### src/rtl/simd_add_pkg.sv
// simd_add_pkg: shared lane geometry, FSM states and timeout default for the SIMD add packer
package simd_add_pkg;
  localparam int LANES = 4;
  localparam int LANE_W = 12;
  localparam int FLUSH_TIMEOUT_DEF = 16;
  typedef enum logic [1:0] {FILL, ADD, DRAIN} state_t;
endpackage

### src/rtl/_simd_add_4.sv
// _simd_add_4: four independent 12-bit lane adders, carries never cross lanes
module _simd_add_4
  import simd_add_pkg::*;
(
  input  logic [LANES*LANE_W-1:0] a,
  input  logic [LANES*LANE_W-1:0] b,
  output logic [LANES*LANE_W-1:0] sum,
  output logic                    ap_ready
);
  for (genvar i = 0; i < LANES; i++) begin : g_lane
    assign sum[i*LANE_W +: LANE_W] = a[i*LANE_W +: LANE_W] + b[i*LANE_W +: LANE_W];
  end
  assign ap_ready = 1'b1;
endmodule

### src/rtl/simd_add4_packer.sv
// simd_add4_packer: gathers up to four operand pairs, adds them in one packed cycle, drains lane sums
module simd_add4_packer
  import simd_add_pkg::*;
#(
  parameter int FLUSH_TIMEOUT = FLUSH_TIMEOUT_DEF
) (
  input  logic              ap_clk,
  input  logic              ap_rst_n,
  input  logic              in_valid,
  output logic              in_ready,
  input  logic [LANE_W-1:0] in_a,
  input  logic [LANE_W-1:0] in_b,
  input  logic              in_flush,
  output logic              out_valid,
  input  logic              out_ready,
  output logic [LANE_W-1:0] out_sum,
  output logic [1:0]        out_lane,
  output logic              out_last
);
  localparam int IW = $clog2(FLUSH_TIMEOUT + 1);
  state_t state;
  logic [2:0] cnt, n;
  logic [1:0] idx;
  logic [IW-1:0] idle;
  logic [LANE_W-1:0] sa [LANES];
  logic [LANE_W-1:0] sb [LANES];
  logic [LANE_W-1:0] res [LANES];
  logic [LANES*LANE_W-1:0] pa, pb, ps;
  logic accept;
  assign in_ready = state == FILL;
  assign accept = in_valid && in_ready;
  assign out_valid = state == DRAIN;
  assign out_sum = res[idx];
  assign out_lane = idx;
  assign out_last = {1'b0, idx} == n - 3'd1;
  // slots beyond the group size may hold stale data from an earlier group
  always_comb begin
    pa = '0;
    pb = '0;
    for (int i = 0; i < LANES; i++) begin
      pa[i*LANE_W +: LANE_W] = (i < int'(cnt)) ? sa[i] : '0;
      pb[i*LANE_W +: LANE_W] = (i < int'(cnt)) ? sb[i] : '0;
    end
  end
  _simd_add_4 u_add (
    .a       (pa),
    .b       (pb),
    .sum     (ps),
    .ap_ready()
  );
  always_ff @(posedge ap_clk or negedge ap_rst_n) begin
    if (!ap_rst_n) begin
      state <= FILL;
      cnt <= '0;
      n <= '0;
      idx <= '0;
      idle <= '0;
      for (int i = 0; i < LANES; i++) begin
        sa[i] <= '0;
        sb[i] <= '0;
        res[i] <= '0;
      end
    end else begin
      case (state)
        FILL: begin
          if (accept) begin
            sa[cnt[1:0]] <= in_a;
            sb[cnt[1:0]] <= in_b;
            cnt <= cnt + 3'd1;
            idle <= '0;
            if (cnt == 3'd3 || in_flush) state <= ADD;
          end else if (cnt != 3'd0) begin
            if (idle == IW'(FLUSH_TIMEOUT)) begin
              state <= ADD;
              idle <= '0;
            end else idle <= idle + 1'b1;
          end
        end
        ADD: begin
          for (int i = 0; i < LANES; i++) res[i] <= ps[i*LANE_W +: LANE_W];
          n <= cnt;
          idx <= '0;
          state <= DRAIN;
        end
        DRAIN: begin
          if (out_ready) begin
            if (out_last) begin
              cnt <= '0;
              idx <= '0;
              state <= FILL;
            end else idx <= idx + 2'd1;
          end
        end
        default: state <= FILL;
      endcase
    end
  end
endmodule

### config.mk
export PLATFORM = sky130hd
export DESIGN_NAME = simd_add4_packer
export DESIGN_NICKNAME = d
export VERILOG_FILES = /design/src/rtl/simd_add_pkg.sv /design/src/rtl/_simd_add_4.sv /design/src/rtl/simd_add4_packer.sv
export SDC_FILE = /design/constraint.sdc
export NUM_CORES = 1
export LEC_CHECK = 0
export ABC_AREA = 1
export CORE_MARGIN = 5
export CORE_UTILIZATION = 61
export DETAILED_ROUTE_END_ITERATION = 16
export PLACE_DENSITY = 0.81
export SYNTH_ARGS = -nofsm -noshare
export SYNTH_HDL_FRONTEND = slang
export SYNTH_SLANG_ARGS = --single-unit
### constraint.sdc
create_clock -name ap_clk -period 2.88 [get_ports ap_clk]
set_input_delay 0.288 -clock ap_clk [delete_from_list [all_inputs] [get_ports ap_clk]]
set_output_delay 0.288 -clock ap_clk [all_outputs]
set_load 0.02 [all_outputs]
After elaboration in Yosys (flattened, before gate mapping)
Index checks and enable logic that the tools add are counted.

Latch bits: 0. Memories kept: 0. RAM bits: 0. Bits in registers: 159. Output and inout port bits: 17. Logic and storage cells: 90. ROM bits: 0. Input bits: 29.

Magnitude comparators: 7. Equality and inequality tests: 11. $mul: 0. Bitwise logic cells: 2. Reductions and logical operators: 13. Div/mod/pow operators: 0. Shift operators: 0. Mux-type cells: 32. Add/subtract/negate cells: 8.

Operator list (count): $mux W12 (11); $bwmux W48 (2); $add A12 B12 Y12 (4); $bmux W12 S2 (1); $demux W12 S2 (1); $mux W2 (8); $mux W5 (3); $mux W3 (3); $ge A3 B3 Y1 const B (2); $lt A1 B3 Y1 const A (2); $lt A2 B3 Y1 const A (2); $ne A2 B1 Y1 const B (3); $ne A3 B1 Y1 const B (2); $not A2 Y3 (2); $pmux W2 S3 (1); $pmux W3 S2 (1); $reduce_and A2 Y1 (3); $reduce_bool A2 Y1 (3); $add A5 B1 Y5 const B (1); $eq A5 B5 Y1 const B (1); $reduce_and A5 Y1 (1); $pmux W2 S2 (1); $reduce_and A4 Y1 (1); $add A3 B1 Y3 const B (1); 12 further kinds (13).

Longest topological paths before layout
Depth after elaboration: 6. Gate-level depth with buffers: 16. Mapped depth without buffers: 14.

By module
A second synthesis with hierarchy kept.

Cells, all modules: 1312. Area total of the unflattened synthesis: 9940.8 um^2.

By module, submodules not included: simd_add4_packer (area an instance 7412.1 um^2, seq. area each 3978.8 um^2, times used 1, cells each 834); _simd_add_4 (area an instance 2528.7 um^2, seq. area each 0.0 um^2, times used 1, cells each 478).

Worst setup path after synthesis
Ideal clock, no wire load.

Path type: reg2reg. Start: register cnt[2]. End: register res[40] (netlist name). Stages on the path, launching flop included: 14. Path buffers: 2. Clock period less this slack: 2.364 ns. Path slack: 0.516 ns. Setup time: 0.134 ns. Arrival time: 2.230 ns. Data required time: 2.746 ns. Path through: dfrtp_1 buf_2 nor2_1 nand2_1 inv_1 buf_2 nor2_1 ha_1 fa_1 nand2_1 nand3_1 nand2_1 xor2_1 o21ai_0.

Word-level cells in the longest chain between the ends: 3. Elaborated cells on any way between the ends: 4. Those cells by class: 1 x add/sub; 1 x order compare; 2 x mux.

RTL lines: start, declared (line simd_add4_packer.sv:22) `logic [2:0] cnt, n;`; start signal, assigned (line simd_add4_packer.sv:69) `cnt <= cnt + 3'd1;`; $lt A1 B3 Y1 * (line simd_add4_packer.sv:41, simd_add4_packer.sv:42); $mux W12, on equally long branches (line simd_add4_packer.sv:41, simd_add4_packer.sv:42); $add A12 B12 Y12 * (line _simd_add_4.sv:11) `assign sum[i*LANE_W +: LANE_W] = a[i*LANE_W +: LANE_W] + b[i*LANE_W +: LANE_W];`; end signal, assigned by index (line simd_add4_packer.sv:61) `res[i] <= '0;`; end, declared (line simd_add4_packer.sv:27) `logic [LANE_W-1:0] res [LANES];`.

Mark *: on every way between the ends. The rest lies on a longest branch, timed or not. A chain may end at the register's enable or synchronous reset.

Worst setup path in the final report
Start: register idx[0] (netlist: out_lane[0]). End: output out_sum[11].

Word-level cells in the longest chain between the ends: 4.

RTL lines: start, declared (line simd_add4_packer.sv:23) `logic [1:0] idx;`; start signal, assigned (line simd_add4_packer.sv:91) `end else idx <= idx + 2'd1;`; $not A2 Y3 (implied by the code) (line simd_add4_packer.sv:33) `assign out_sum = res[idx];`; $bmux W12 S2 (line simd_add4_packer.sv:33); $mux W12 (implied by the code) (2 in a row) (line simd_add4_packer.sv:33); end, declared (line simd_add4_packer.sv:16) `output logic [LANE_W-1:0] out_sum,`.

Every way passes these cells. The select of a mux whose other input is x is not followed.

==> out/results.tsv <==
stage	metric	value	unit
pwr	pwr_density_cell	1190	nW/um^2
global_routing	grt.met3_usage	0.0468	
route	finalWirelength	25300	um
setup_path	cp_slowest_cell	clkdlybuf4s50_1	
setup_path	r2r_cells	13	
clock_network	clkSlewWorstSetupHoldPaths	0.07	ns
pwr	total_power	12900	uW
route	antenna_left	0	
final_layout	fin_nets	1473	
setup_path	reg2reg_slack	0.45	ns
global_routing	grt.total_usage	0.289	
clock_network	cts_buffer_depth	2	
global_routing	antenna_found_initial	0	
pwr	switching_share	0.456	
logic_synthesis	synthesis.nets	1440	
floorplanning	die_h	136	um
route	initialDrtViolationCount	888	
pwr	clkPwrFrac	0.186	
placed_design	placed_cell_area	10200	um^2
setup_path	critical_path_class	register to output pin	
final_layout	final_core_utilization	0.691	
logic_synthesis	synth-edff-count	0	
final_layout	layout-drive-gt1-share	0.0414	
final_layout	final_common_cell	nand2_1	
placed_design	place.gp.congestion	0.949	
route	wl_per_cell	15.6	um
final_layout	fin_area	10900	um^2
pwr	p_leak	0.00604	uW
timing	period_needed	2.76	ns
setup_path	endpoint_kind	output pin	
timing	tightest_slew	0.750	ns
logic_synthesis	netlist_top_cells_area	dfrtp_1, nand2_1, inv_1, ha_1, nor2_1	
pwr	ir_worst_vdd	0.561	mV
floorplanning	start_util	0.613	
floorplanning	die_area	18400	um^2
logic_synthesis	synth_top_cell_by_area	dfrtp_1	
pwr	p_seq_frac	0.298	
logic_synthesis	syn-cell-area	9630	um^2
setup_path	cp.depth	4	
global_routing	grt_pass1_vias	8027	
logic_synthesis	ys_seq_elements	159	
logic_synthesis	synth_flop_cell	dfrtp_1	
placed_design	portBuffers	45	
setup_path	reg2reg_from	cnt[1]	
timing	fmax	363	MHz
route	drc	0	
setup_path	crit_path_end	out_sum[11]	
setup_path	required	2.59	ns
timing	rsz0062_at_grt	false	
pwr	internal-power	7010	uW
setup_path	cp_cell_sequence	inv_1 > o21ai_0 > o22ai_1 > clkdlybuf4s50_1	
clock_network	clkLatencyLatePin	0.43	ns
pwr	power_frac_comb	0.516	
logic_synthesis	synth_top_area_frac	0.413	
route	via_count	8741	
hold_path	hp-class	primary input to asynchronous set/reset pin	
setup_path	crit_fanout	27	
logic_synthesis	syn_inst	1356	
setup_path	startpoint	out_lane[0]	
floorplanning	core-area	15700	um^2
clock_network	cts_num_sinks	159	
status	outcome	finished clean	
timing	slew_headroom	0.499	
timing	fin_crit_sh	0.958	
timing	fin_worst_skew	0.0137	ns
clock_network	root_buffer	clkbuf_16	
floorplanning	num_rows	46	
placed_design	detailed_place_hpwl	18800	um
global_routing	use_met2	0.448	
timing	tns	0	ns
clock_network	cts_tree	built	
final_layout	n_antenna_cell	0	
logic_synthesis	synthArstFlopShare	1.00	
global_routing	grt_max_degree	74	
route	drt-pass1-iter-count	6	
floorplanning	ioPinCount	46	
setup_path	slowest_delay	0.67	ns
route	via_per_inst	5.40	
setup_path	setup.worst_path.start_class	register	
timing	setup_violations	0	
final_layout	syn_to_final_growth	12.7	%
final_layout	fillCellCount	1330	
global_routing	grt_first_pass_wirelength	41700	um
clock_network	cts_made_buffers	17	
clock_network	htreeDepth	4	
clock_network	postCtsSetupBuffers	0	
clock_network	ctsResizeCount	0	
setup_path	r2r-end	res[42]	
floorplanning	die_w	136	um
final_layout	final_cell_mix	nand2_1, inv_1, dfrtp_1, nor2_1, o21ai_0	
flow_run	cap_violations	0	
pwr	p_switching	5870	uW
global_routing	overflow	0	
setup_path	critPathBufInv	2	
setup_path	path_delay_family	buffers and inverters	
timing	hold_violations	0	
global_routing	met1_usage	0.421	
global_routing	grt.busiest_layer	met2	
logic_synthesis	ys.warnings.count	0	
logic_synthesis	synth.yosys.seq_area_share	0.413	
timing	final_max_slew_viol_count	0	
logic_synthesis	ys_types	31	
setup_path	cp.arrival	2.47	ns
logic_synthesis	synth_area_per_cell	7.10	um^2
## layout make-up
| type | instances | area (um^2) | area share |
|---|---|---|---|
| Clock buffer | 19 | 443 | 0.0408 |
| Clock inverter | 13 | 176 | 0.0163 |
| Inverter | 221 | 832 | 0.0767 |
| Multi-Input combinational cell | 930 | 4570 | 0.421 |
| Sequential cell | 159 | 3980 | 0.367 |
| Tap cell | 216 | 270 | 0.0249 |
| Timing Repair Buffer | 60 | 579 | 0.0534 |
## cell families (layout without fill, tap and decap cells)
| family | count (synthesis) | in the layout | synth area share |
|---|---|---|---|
| DFF | 159 | 159 | 0.413 |
| adders and majority gates | 55 | 55 | 0.0746 |
| and+or+nand+nor | 667 | 667 | 0.280 |
| AOI/OAI and AO/OA | 187 | 187 | 0.101 |
| buffers and inverters | 267 | 313 | 0.112 |
| xor gates and xnor gates | 21 | 21 | 0.0191 |
## state kept, by name, indices dropped and copies added (netlist names)
signal and flops:
res 48, sa 48, sb 48, idle 5, cnt 3, n 3
out_lane 2, state 2
## layer usage
| metal | vias up | wire length (um) |
|---|---|---|
| met5 | - | 0 |
| met1 | 4069 | 11400 |
| met2 | 355 | 11500 |
| met3 | 36 | 1890 |
| met4 | 0 | 544 |
| li1 | 4281 | - |
## repair_timing
action / CTS / global route
hold buffers: 1 / 0
hold endpoints to repair: 56 / 0
endpoints found under the setup margin: 0 / 0
## cell usage after synthesis (7+ instances only)
cell type and n:
buf_6 7, nand2_1 426, nor2_1 138, nand3_1 73, o21ai_0 103, nand4_1 15, inv_1 219, o22ai_1 11
o21ai_1 45, a21oi_1 23, dfrtp_1 159, xor2_1 17, clkbuf_1 30, ha_1 51
## power groups by stage
stage	sequential [uW]	combinational, uW	clock (uW)
6_report	3840	6650	2400
5_1_grt	3940	7490	2510
4_1_cts	3820	6580	2410
3_5_place_dp	3840	6490	0
3_3_place_gp	3810	6370	0
2_1_floorplan	3640	4740	0
## how the worst min path moves through the flow
stage | from | end | slack [ns] | cells past startpoint
global route | ap_rst_n | idle[2] | 0.43 | 2
detailed placement | ap_rst_n | idle[2] | 0.29 | 1
floorplan | ap_rst_n | cnt[0] | -0.008 | 0
CTS | ap_rst_n | idle[2] | 0.41 | 2
finish | ap_rst_n | idle[2] | 0.39 | 2
global placement | ap_rst_n | idle[2] | 0.28 | 1
## stage by stage
step | cells | hold WS, ns | setup WS (ns)
final | 1618 | 0.389 | 0.122
after detailed placement | 1585 | 0.293 | 0.499
after floorplan | 1356 | -0.00759 | 0.516
after global routing | 1618 | 0.435 | 0.0591
after global placement | 1585 | 0.284 | 0.527
after CTS | 1618 | 0.405 | 0.172
No activity file was read; power rests on OpenSTA's default activity.
